==> src/rtl/video_pkg.sv <==
// Shared types and defaults for the video timing receiver.
// Holds lock/irq state encodings and a saturating error-count helper.
package video_pkg;

   localparam int unsigned DEF_LINE_LEN    = 512;
   localparam int unsigned DEF_FRAME_LINES = 262;
   localparam int unsigned DEF_ACK_PULSE   = 4;

   typedef enum logic [1:0] {
      LK_SEARCH,
      LK_ALIGN,
      LK_LOCKED,
      LK_LOST
   } lock_st_t;

   typedef enum logic [1:0] {
      IRQ_IDLE,
      IRQ_PEND,
      IRQ_ACK,
      IRQ_WAIT_HI
   } irq_st_t;

   function automatic logic [7:0] sat_add8(
      input logic [7:0] a,
      input logic [1:0] b
   );
      logic [8:0] s;
      s = {1'b0, a} + {7'd0, b};
      return s[8] ? 8'hFF : s[7:0];
   endfunction

endpackage

==> src/rtl/sync_2ff.sv <==
// Two-flop synchronizer for one asynchronous input bit.
// Both stages clear to zero on reset.
module sync_2ff (
   input  logic clk,
   input  logic rst_n,
   input  logic i_d,
   output logic o_q
);

   logic r_s1;
   logic r_s2;

   always_ff @(posedge clk or negedge rst_n) begin
      if (!rst_n) begin
         r_s1 <= 1'b0;
         r_s2 <= 1'b0;
      end else begin
         r_s1 <= i_d;
         r_s2 <= r_s1;
      end
   end

   assign o_q = r_s2;

endmodule

==> src/rtl/video_timing_rx.sv <==
// Recovers pixel timing from an asynchronous video source, tracks lock
// against the expected geometry and handles the VBK interrupt handshake.
module video_timing_rx
   import video_pkg::*;
#(
   parameter int unsigned EXP_LINE_LEN    = DEF_LINE_LEN,
   parameter int unsigned EXP_FRAME_LINES = DEF_FRAME_LINES,
   parameter int unsigned ACK_PULSE       = DEF_ACK_PULSE
)(
   input  logic       clk100,
   input  logic       rst_b,
   input  logic       MCKR,
   input  logic       HSYNC,
   input  logic       HBLANK_b,
   input  logic       VSYNC,
   input  logic       VBLANK_b,
   input  logic       VBKINT_b,
   input  logic       irq_ack,
   output logic       pix_ce,
   output logic [8:0] hpos,
   output logic [8:0] vpos,
   output logic       active,
   output logic       frame_start,
   output logic       locked,
   output logic [9:0] line_len,
   output logic [9:0] frame_lines,
   output logic [7:0] err_cnt,
   output logic       vbk_irq,
   output logic       VBKACK_b
);

   localparam logic [9:0] C_LLEN = 10'(EXP_LINE_LEN);
   localparam logic [9:0] C_FLIN = 10'(EXP_FRAME_LINES);
   localparam logic [7:0] C_ALST = 8'(ACK_PULSE - 1);

   logic w_mck, w_hs, w_vs, w_hb, w_vb, w_vbk;

   sync_2ff u_sync_mck (.clk(clk100), .rst_n(rst_b), .i_d(MCKR),     .o_q(w_mck));
   sync_2ff u_sync_hs  (.clk(clk100), .rst_n(rst_b), .i_d(HSYNC),    .o_q(w_hs));
   sync_2ff u_sync_vs  (.clk(clk100), .rst_n(rst_b), .i_d(VSYNC),    .o_q(w_vs));
   sync_2ff u_sync_hb  (.clk(clk100), .rst_n(rst_b), .i_d(HBLANK_b), .o_q(w_hb));
   sync_2ff u_sync_vb  (.clk(clk100), .rst_n(rst_b), .i_d(VBLANK_b), .o_q(w_vb));
   sync_2ff u_sync_vbk (.clk(clk100), .rst_n(rst_b), .i_d(VBKINT_b), .o_q(w_vbk));

   logic [1:0] r_warm;
   logic       r_mck_q, r_hs_q, r_vs_q, r_vbk_q;
   logic       w_rdy, w_ce, w_hs_rise, w_vs_rise, w_vbk_fall;

   // Edge history tracks the synchronizers until they hold post-reset data.
   assign w_rdy      = (r_warm == 2'd3);
   assign w_ce       = w_rdy & w_mck & ~r_mck_q;
   assign w_hs_rise  = w_ce & w_hs & ~r_hs_q;
   assign w_vs_rise  = w_ce & w_vs & ~r_vs_q;
   assign w_vbk_fall = w_ce & ~w_vbk & r_vbk_q;

   always_ff @(posedge clk100 or negedge rst_b) begin
      if (!rst_b) begin
         r_warm  <= 2'd0;
         r_mck_q <= 1'b0;
         r_hs_q  <= 1'b0;
         r_vs_q  <= 1'b0;
         r_vbk_q <= 1'b0;
      end else begin
         if (!w_rdy) r_warm <= r_warm + 2'd1;
         r_mck_q <= w_mck;
         if (!w_rdy || w_ce) begin
            r_hs_q  <= w_hs;
            r_vs_q  <= w_vs;
            r_vbk_q <= w_vbk;
         end
      end
   end

   logic [8:0] r_hpos, r_vpos;
   logic [9:0] r_line_len, r_frame_lines;
   logic       r_active, r_fstart;
   logic [9:0] w_hlen, w_vlen;

   assign w_hlen = {1'b0, r_hpos} + 10'd1;
   assign w_vlen = {1'b0, r_vpos} + 10'd1;

   always_ff @(posedge clk100 or negedge rst_b) begin
      if (!rst_b) begin
         r_hpos        <= 9'd0;
         r_vpos        <= 9'd0;
         r_line_len    <= 10'd0;
         r_frame_lines <= 10'd0;
         r_active      <= 1'b0;
         r_fstart      <= 1'b0;
      end else begin
         r_fstart <= w_vs_rise;
         if (w_ce) begin
            r_active <= w_hb & w_vb;
            if (w_hs_rise) begin
               r_hpos     <= 9'd0;
               r_line_len <= w_hlen;
            end else if (r_hpos != 9'h1FF) begin
               r_hpos <= r_hpos + 9'd1;
            end
            if (w_vs_rise) begin
               r_vpos        <= 9'd0;
               r_frame_lines <= w_vlen;
            end else if (w_hs_rise && r_vpos != 9'h1FF) begin
               r_vpos <= r_vpos + 9'd1;
            end
         end
      end
   end

   lock_st_t   r_lk;
   logic       r_good, r_bad, r_fbad;
   logic [7:0] r_err;
   logic       w_lbad, w_flbad, w_fbad;
   logic [1:0] w_inc;

   assign w_lbad  = w_hs_rise & (w_hlen != C_LLEN);
   assign w_flbad = w_vs_rise & (w_vlen != C_FLIN);
   assign w_fbad  = r_fbad | w_lbad | w_flbad;
   assign w_inc   = {1'b0, w_lbad} + {1'b0, w_flbad};

   always_ff @(posedge clk100 or negedge rst_b) begin
      if (!rst_b) begin
         r_lk   <= LK_SEARCH;
         r_good <= 1'b0;
         r_bad  <= 1'b0;
         r_fbad <= 1'b0;
         r_err  <= 8'd0;
      end else begin
         if (w_vs_rise)   r_fbad <= 1'b0;
         else if (w_lbad) r_fbad <= 1'b1;
         if (r_lk == LK_LOCKED) r_err <= sat_add8(r_err, w_inc);
         unique case (r_lk)
            LK_SEARCH: begin
               if (w_vs_rise) begin
                  r_lk   <= LK_ALIGN;
                  r_good <= 1'b0;
               end
            end
            LK_ALIGN: begin
               if (w_vs_rise) begin
                  if (w_fbad) begin
                     r_good <= 1'b0;
                  end else if (r_good) begin
                     r_lk   <= LK_LOCKED;
                     r_good <= 1'b0;
                     r_bad  <= 1'b0;
                  end else begin
                     r_good <= 1'b1;
                  end
               end
            end
            LK_LOCKED: begin
               if (w_vs_rise) begin
                  if (!w_fbad)    r_bad <= 1'b0;
                  else if (r_bad) r_lk  <= LK_LOST;
                  else            r_bad <= 1'b1;
               end
            end
            LK_LOST: begin
               r_lk  <= LK_SEARCH;
               r_bad <= 1'b0;
            end
            default: r_lk <= LK_SEARCH;
         endcase
      end
   end

   irq_st_t    r_irq;
   logic       r_vbk_irq, r_ackb;
   logic [7:0] r_acnt;

   always_ff @(posedge clk100 or negedge rst_b) begin
      if (!rst_b) begin
         r_irq     <= IRQ_IDLE;
         r_vbk_irq <= 1'b0;
         r_ackb    <= 1'b1;
         r_acnt    <= 8'd0;
      end else begin
         unique case (r_irq)
            IRQ_IDLE: begin
               if (w_vbk_fall) begin
                  r_irq     <= IRQ_PEND;
                  r_vbk_irq <= 1'b1;
               end
            end
            IRQ_PEND: begin
               if (irq_ack) begin
                  r_irq     <= IRQ_ACK;
                  r_vbk_irq <= 1'b0;
                  r_ackb    <= 1'b0;
                  r_acnt    <= 8'd0;
               end
            end
            IRQ_ACK: begin
               if (w_ce) begin
                  if (r_acnt == C_ALST) begin
                     r_irq  <= IRQ_WAIT_HI;
                     r_ackb <= 1'b1;
                  end else begin
                     r_acnt <= r_acnt + 8'd1;
                  end
               end
            end
            IRQ_WAIT_HI: begin
               if (w_ce && w_vbk) r_irq <= IRQ_IDLE;
            end
            default: r_irq <= IRQ_IDLE;
         endcase
      end
   end

   assign pix_ce      = w_ce;
   assign hpos        = r_hpos;
   assign vpos        = r_vpos;
   assign active      = r_active;
   assign frame_start = r_fstart;
   assign locked      = (r_lk == LK_LOCKED);
   assign line_len    = r_line_len;
   assign frame_lines = r_frame_lines;
   assign err_cnt     = r_err;
   assign vbk_irq     = r_vbk_irq;
   assign VBKACK_b    = r_ackb;

endmodule

==> config.mk <==
export PLATFORM = sky130hd
export DESIGN_NAME = video_timing_rx
export DESIGN_NICKNAME = d
export VERILOG_FILES = /design/src/rtl/video_pkg.sv /design/src/rtl/sync_2ff.sv /design/src/rtl/video_timing_rx.sv
export SDC_FILE = /design/constraint.sdc
export NUM_CORES = 1
export LEC_CHECK = 0
export BUFFER_PORTS_ARGS = -buffer_cell sky130_fd_sc_hd__buf_2
export CAP_MARGIN = 5
export CORE_MARGIN = 1
export CORE_UTILIZATION = 55
export CTS_BUF_LIST = sky130_fd_sc_hd__clkbuf_4
export DETAILED_ROUTE_END_ITERATION = 8
export PLACE_DENSITY = 0.78
export SETUP_SLACK_MARGIN = 0.4
export SYNTH_ARGS = -nofsm -noshare
export SYNTH_HDL_FRONTEND = slang
export SYNTH_SLANG_ARGS = --single-unit
==> constraint.sdc <==
create_clock -name clk100 -period 5.8 [get_ports clk100]
set_input_delay 1.16 -clock clk100 [delete_from_list [all_inputs] [get_ports clk100]]
set_output_delay 1.16 -clock clk100 [all_outputs]
set_load 0.01 [all_outputs]
==> results.py <==
metrics = {
    "die": {
        "die_w_um": 87.1,
        "initial_core_util": 0.577,
        "core.rowCount": 30,
        "coreArea_sq_um": 6910,
        "die_y_um": 87.1,
        "io_pins": 61,
        "dieArea_sq_um": 7590,
    },
    "grt": {
        "grt_remaining_overflow": 0,
        "grt_pass1_wl_um": 12800,
        "track_usage": 0.219,
        "grt_max_degree": 84,
        "grt_pass1_vias": 2743,
        "antenna_found_initial": 0,
    },
    "clock_tree": {
        "worstSkewPairLatency_ps": 410,
        "cts.sinks": 83,
        "ctsRootBufferMaster": "clkbuf_4",
        "post_cts_resized": 0,
        "cts-htree-levels": 3,
        "cts_tree": "built",
        "cts.reportedPaths.clkPinSlew_ps": 130,
        "hold_buffers": 0,
        "clock_path_buffers": 2,
        "numCtsBuffers": 9,
        "post_cts_buffers": 0,
    },
    "yosys": {
        "synth_edf_count": 0,
        "netlist.top_cell.by_area": "dfrtp_1",
        "synth_fp_nets": 411,
        "synth_seq_cells": 83,
        "postSynthAreaPerCell_sq_um": 10.4,
        "syn_inst": 384,
        "netlist_top_cells_area": "dfrtp_1 (52%), nand2_1 (5.7%), ha_1 (5.3%)",
        "netlist_area_sq_um": 3980,
        "synth_flop_cell": "dfrtp_1",
        "async_flop_share": 1.00,
        "ys_warn_count": 0,
        "ys_seq_area_frac": 0.522,
        "synthDistinctLibCells": 58,
        "synth.top_cell.area_share": 0.515,
    },
    "final_layout": {
        "regArea_sq_um": 2080,
        "diodes": 0,
        "area_delta_synth_final_pct": 12.5,
        "finalNetCount": 467,
        "drive_gt1_frac": 0.222,
        "multi_input_area_sq_um": 1810,
        "nFillCells": 605,
    },
    "timing": {
        "tns_ps": 0,
        "min_period_ps": 3300,
        "post-route-period-util": 0.568,
        "clock.fmax_mhz": 303,
        "maxSlewHeadroom": 0.319,
        "finalHoldViolations": 0,
        "setup_viol": 0,
        "worst_pin_slew_ps": 1020,
        "whs_ps": 362,
        "finalClockSkew_ps": 12.2,
        "drv_slew": 0,
        "rsz0062_at_grt": "no",
    },
    "placement": {
        "portBuffers": 60,
        "gp_congestion": 0.863,
        "dpl.hpwl_um": 5250,
    },
    "setup_path": {
        "cp-end-kind": "flop",
        "crit_type": "reg -> reg",
        "endpoint": "err_cnt[2]$_DFFE_PN0P_",
        "worstRegToRegCells": 15,
        "crit_path_start_kind": "flop",
        "reg2reg_from": "vpos[0]$_DFFE_PN0P_",
        "rrSetupSlack_ps": 2500,
        "worstReg2RegEnd": "err_cnt[2]$_DFFE_PN0P_",
        "crit_required_ps": 6140,
        "crit_start": "vpos[0]$_DFFE_PN0P_",
        "cp.arrival_ps": 3640,
        "crit_path_max_fanout": 8,
    },
    "pwr": {
        "power_frac_comb": 0.296,
        "leakagePower_uw": 0.00221,
        "swShare": 0.345,
        "powerDensity_nw_per_um2": 340,
        "seqPwrFrac": 0.488,
        "p_int_uw": 997,
        "peakVddDrop_mv": 0.194,
        "pwr-share-clk": 0.216,
        "p_switching_uw": 525,
    },
    "detailed_routing": {
        "wl_per_cell_um": 13.7,
        "vias": 2883,
        "viasPerCell": 5.33,
        "wirelength_um": 7440,
        "drt_pass1_iterations": 4,
        "drt_iter0_drc": 154,
        "drtAntennaViolNets": 0,
        "drcViolationCount": 0,
    },
    "hold_path": {
        "hold_path_class": "reg -> reg",
    },
    "job": {
        "max_cap_viol_count": 0,
    },
    "status": {
        "run_status": "finished, final reports clean",
    },
}
## how the worst min path moves through the flow
stage	slack [ps]	start	to	cells past startpoint
2_1_floorplan	330	u_sync_hb.r_s1$_DFF_PN0_	u_sync_hb.o_q$_DFF_PN0_	0
3_3_place_gp	330	u_sync_hb.r_s1$_DFF_PN0_	u_sync_hb.o_q$_DFF_PN0_	0
3_5_place_dp	340	u_sync_vbk.r_s1$_DFF_PN0_	u_sync_vbk.o_q$_DFF_PN0_	0
4_1_cts	370	u_sync_vbk.r_s1$_DFF_PN0_	u_sync_vbk.o_q$_DFF_PN0_	0
5_1_grt	370	u_sync_vbk.r_s1$_DFF_PN0_	u_sync_vbk.o_q$_DFF_PN0_	0
6_report	360	u_sync_vbk.r_s1$_DFF_PN0_	u_sync_vbk.o_q$_DFF_PN0_	0
## synthesized netlist by cell type (all sizes together) (3+ instances only)
cell type,instances
a21oi,13
a22o,3
and3,6
clkbuf,14
dfrtp,82
ha,17
inv,9
mux2,8
nand2,63
nand2b,3
nand3,17
nand3b,3
nand4,5
nor2,30
nor3,8
o211ai,3
o21ai,32
o31ai,6
or3,3
xnor2,11
xor2,17
## through the flow
step	instances	utilization	setup WS, ps	instance area, sq um	total power (uW)
after global routing	541	0.649	2220	4480	1630
after detailed placement	525	0.630	2520	4350	1210
after floorplan	384	-	2820	3980	1070
after CTS	541	0.649	2510	4480	1540
after global placement	525	0.630	2670	4350	1190
final	541	0.649	2500	4480	1520
## placed cells by master, fill, tap and decap left out, drive strengths merged, types with 2 or more instances in the layout
cell	n
dfrtp	82
nand2	63
buf	60
o21ai	32
nor2	30
xor2	17
ha	17
nand3	17
a21oi	13
xnor2	11
inv	10
clkbuf	9
nor3	8
mux2	8
and3	6
o31ai	6
nand4	5
clkinv	5
nand2b	3
or3	3
o211ai	3
a22o	3
nand3b	3
nor2b	2
mux2i	2
o32a	2
a211oi	2
a21o	2
a31oi	2
o21a	2
or2	2
## power by group through the flow
stage                     combinational [uW]  clock [uW]  sequential (uW)
final                                    451         330              742
after global routing                     513         363              756
after CTS                                456         343              743
after detailed placement                 455           0              754
after global placement                   440           0              748
after floorplan                          299           0              767
## flip-flops by register name (all words and copies together), names as in the netlist, 2 cells and up
signal and flops:
hpos 9, r_lk 2, frame_lines 10, r_warm 2
r_irq 2, line_len 10, r_acnt 8, vpos 9
err_cnt 8
## per-layer routing
layer  wire [um]  global-route usage
met5           0                   0
met1        3520               0.290
met2        3560               0.363
met3         258              0.0427
met4          93              0.0760
## cell type report
class,count,area share
inverter,10,0.00837
clock buffer,9,0.0151
sequential,83,0.464
multi-input combinational,276,0.404
clock inverter,7,0.0151
tap,96,0.0268
timing repair buffer,60,0.0675
## cell families after synthesis
group                    after synthesis  synth area share
AND/OR/NAND/NOR                      148             0.185
AO/OA/AOI/OAI                         72             0.121
XOR/XNOR                              28            0.0616
flip-flops                            83             0.522
multiplexers                          10            0.0286
adder cells (fa/ha/maj)               18            0.0584
buffers and inverters                 25            0.0242
## critical path: stages (launching register included)
cell and delay, ps:
dfrtp_1 470, ha_1 270, and3_1 240, nand3_1 160, nor2_1 130, ha_1 270, nand4_1 150, a21oi_4 70
nand2b_1 170, fa_1 360, inv_1 80, ha_1 180, nand3_1 130, nor2_1 180, nand3_1 220, o21ai_0 140
Note: power is estimated with default switching activity, not from simulation.
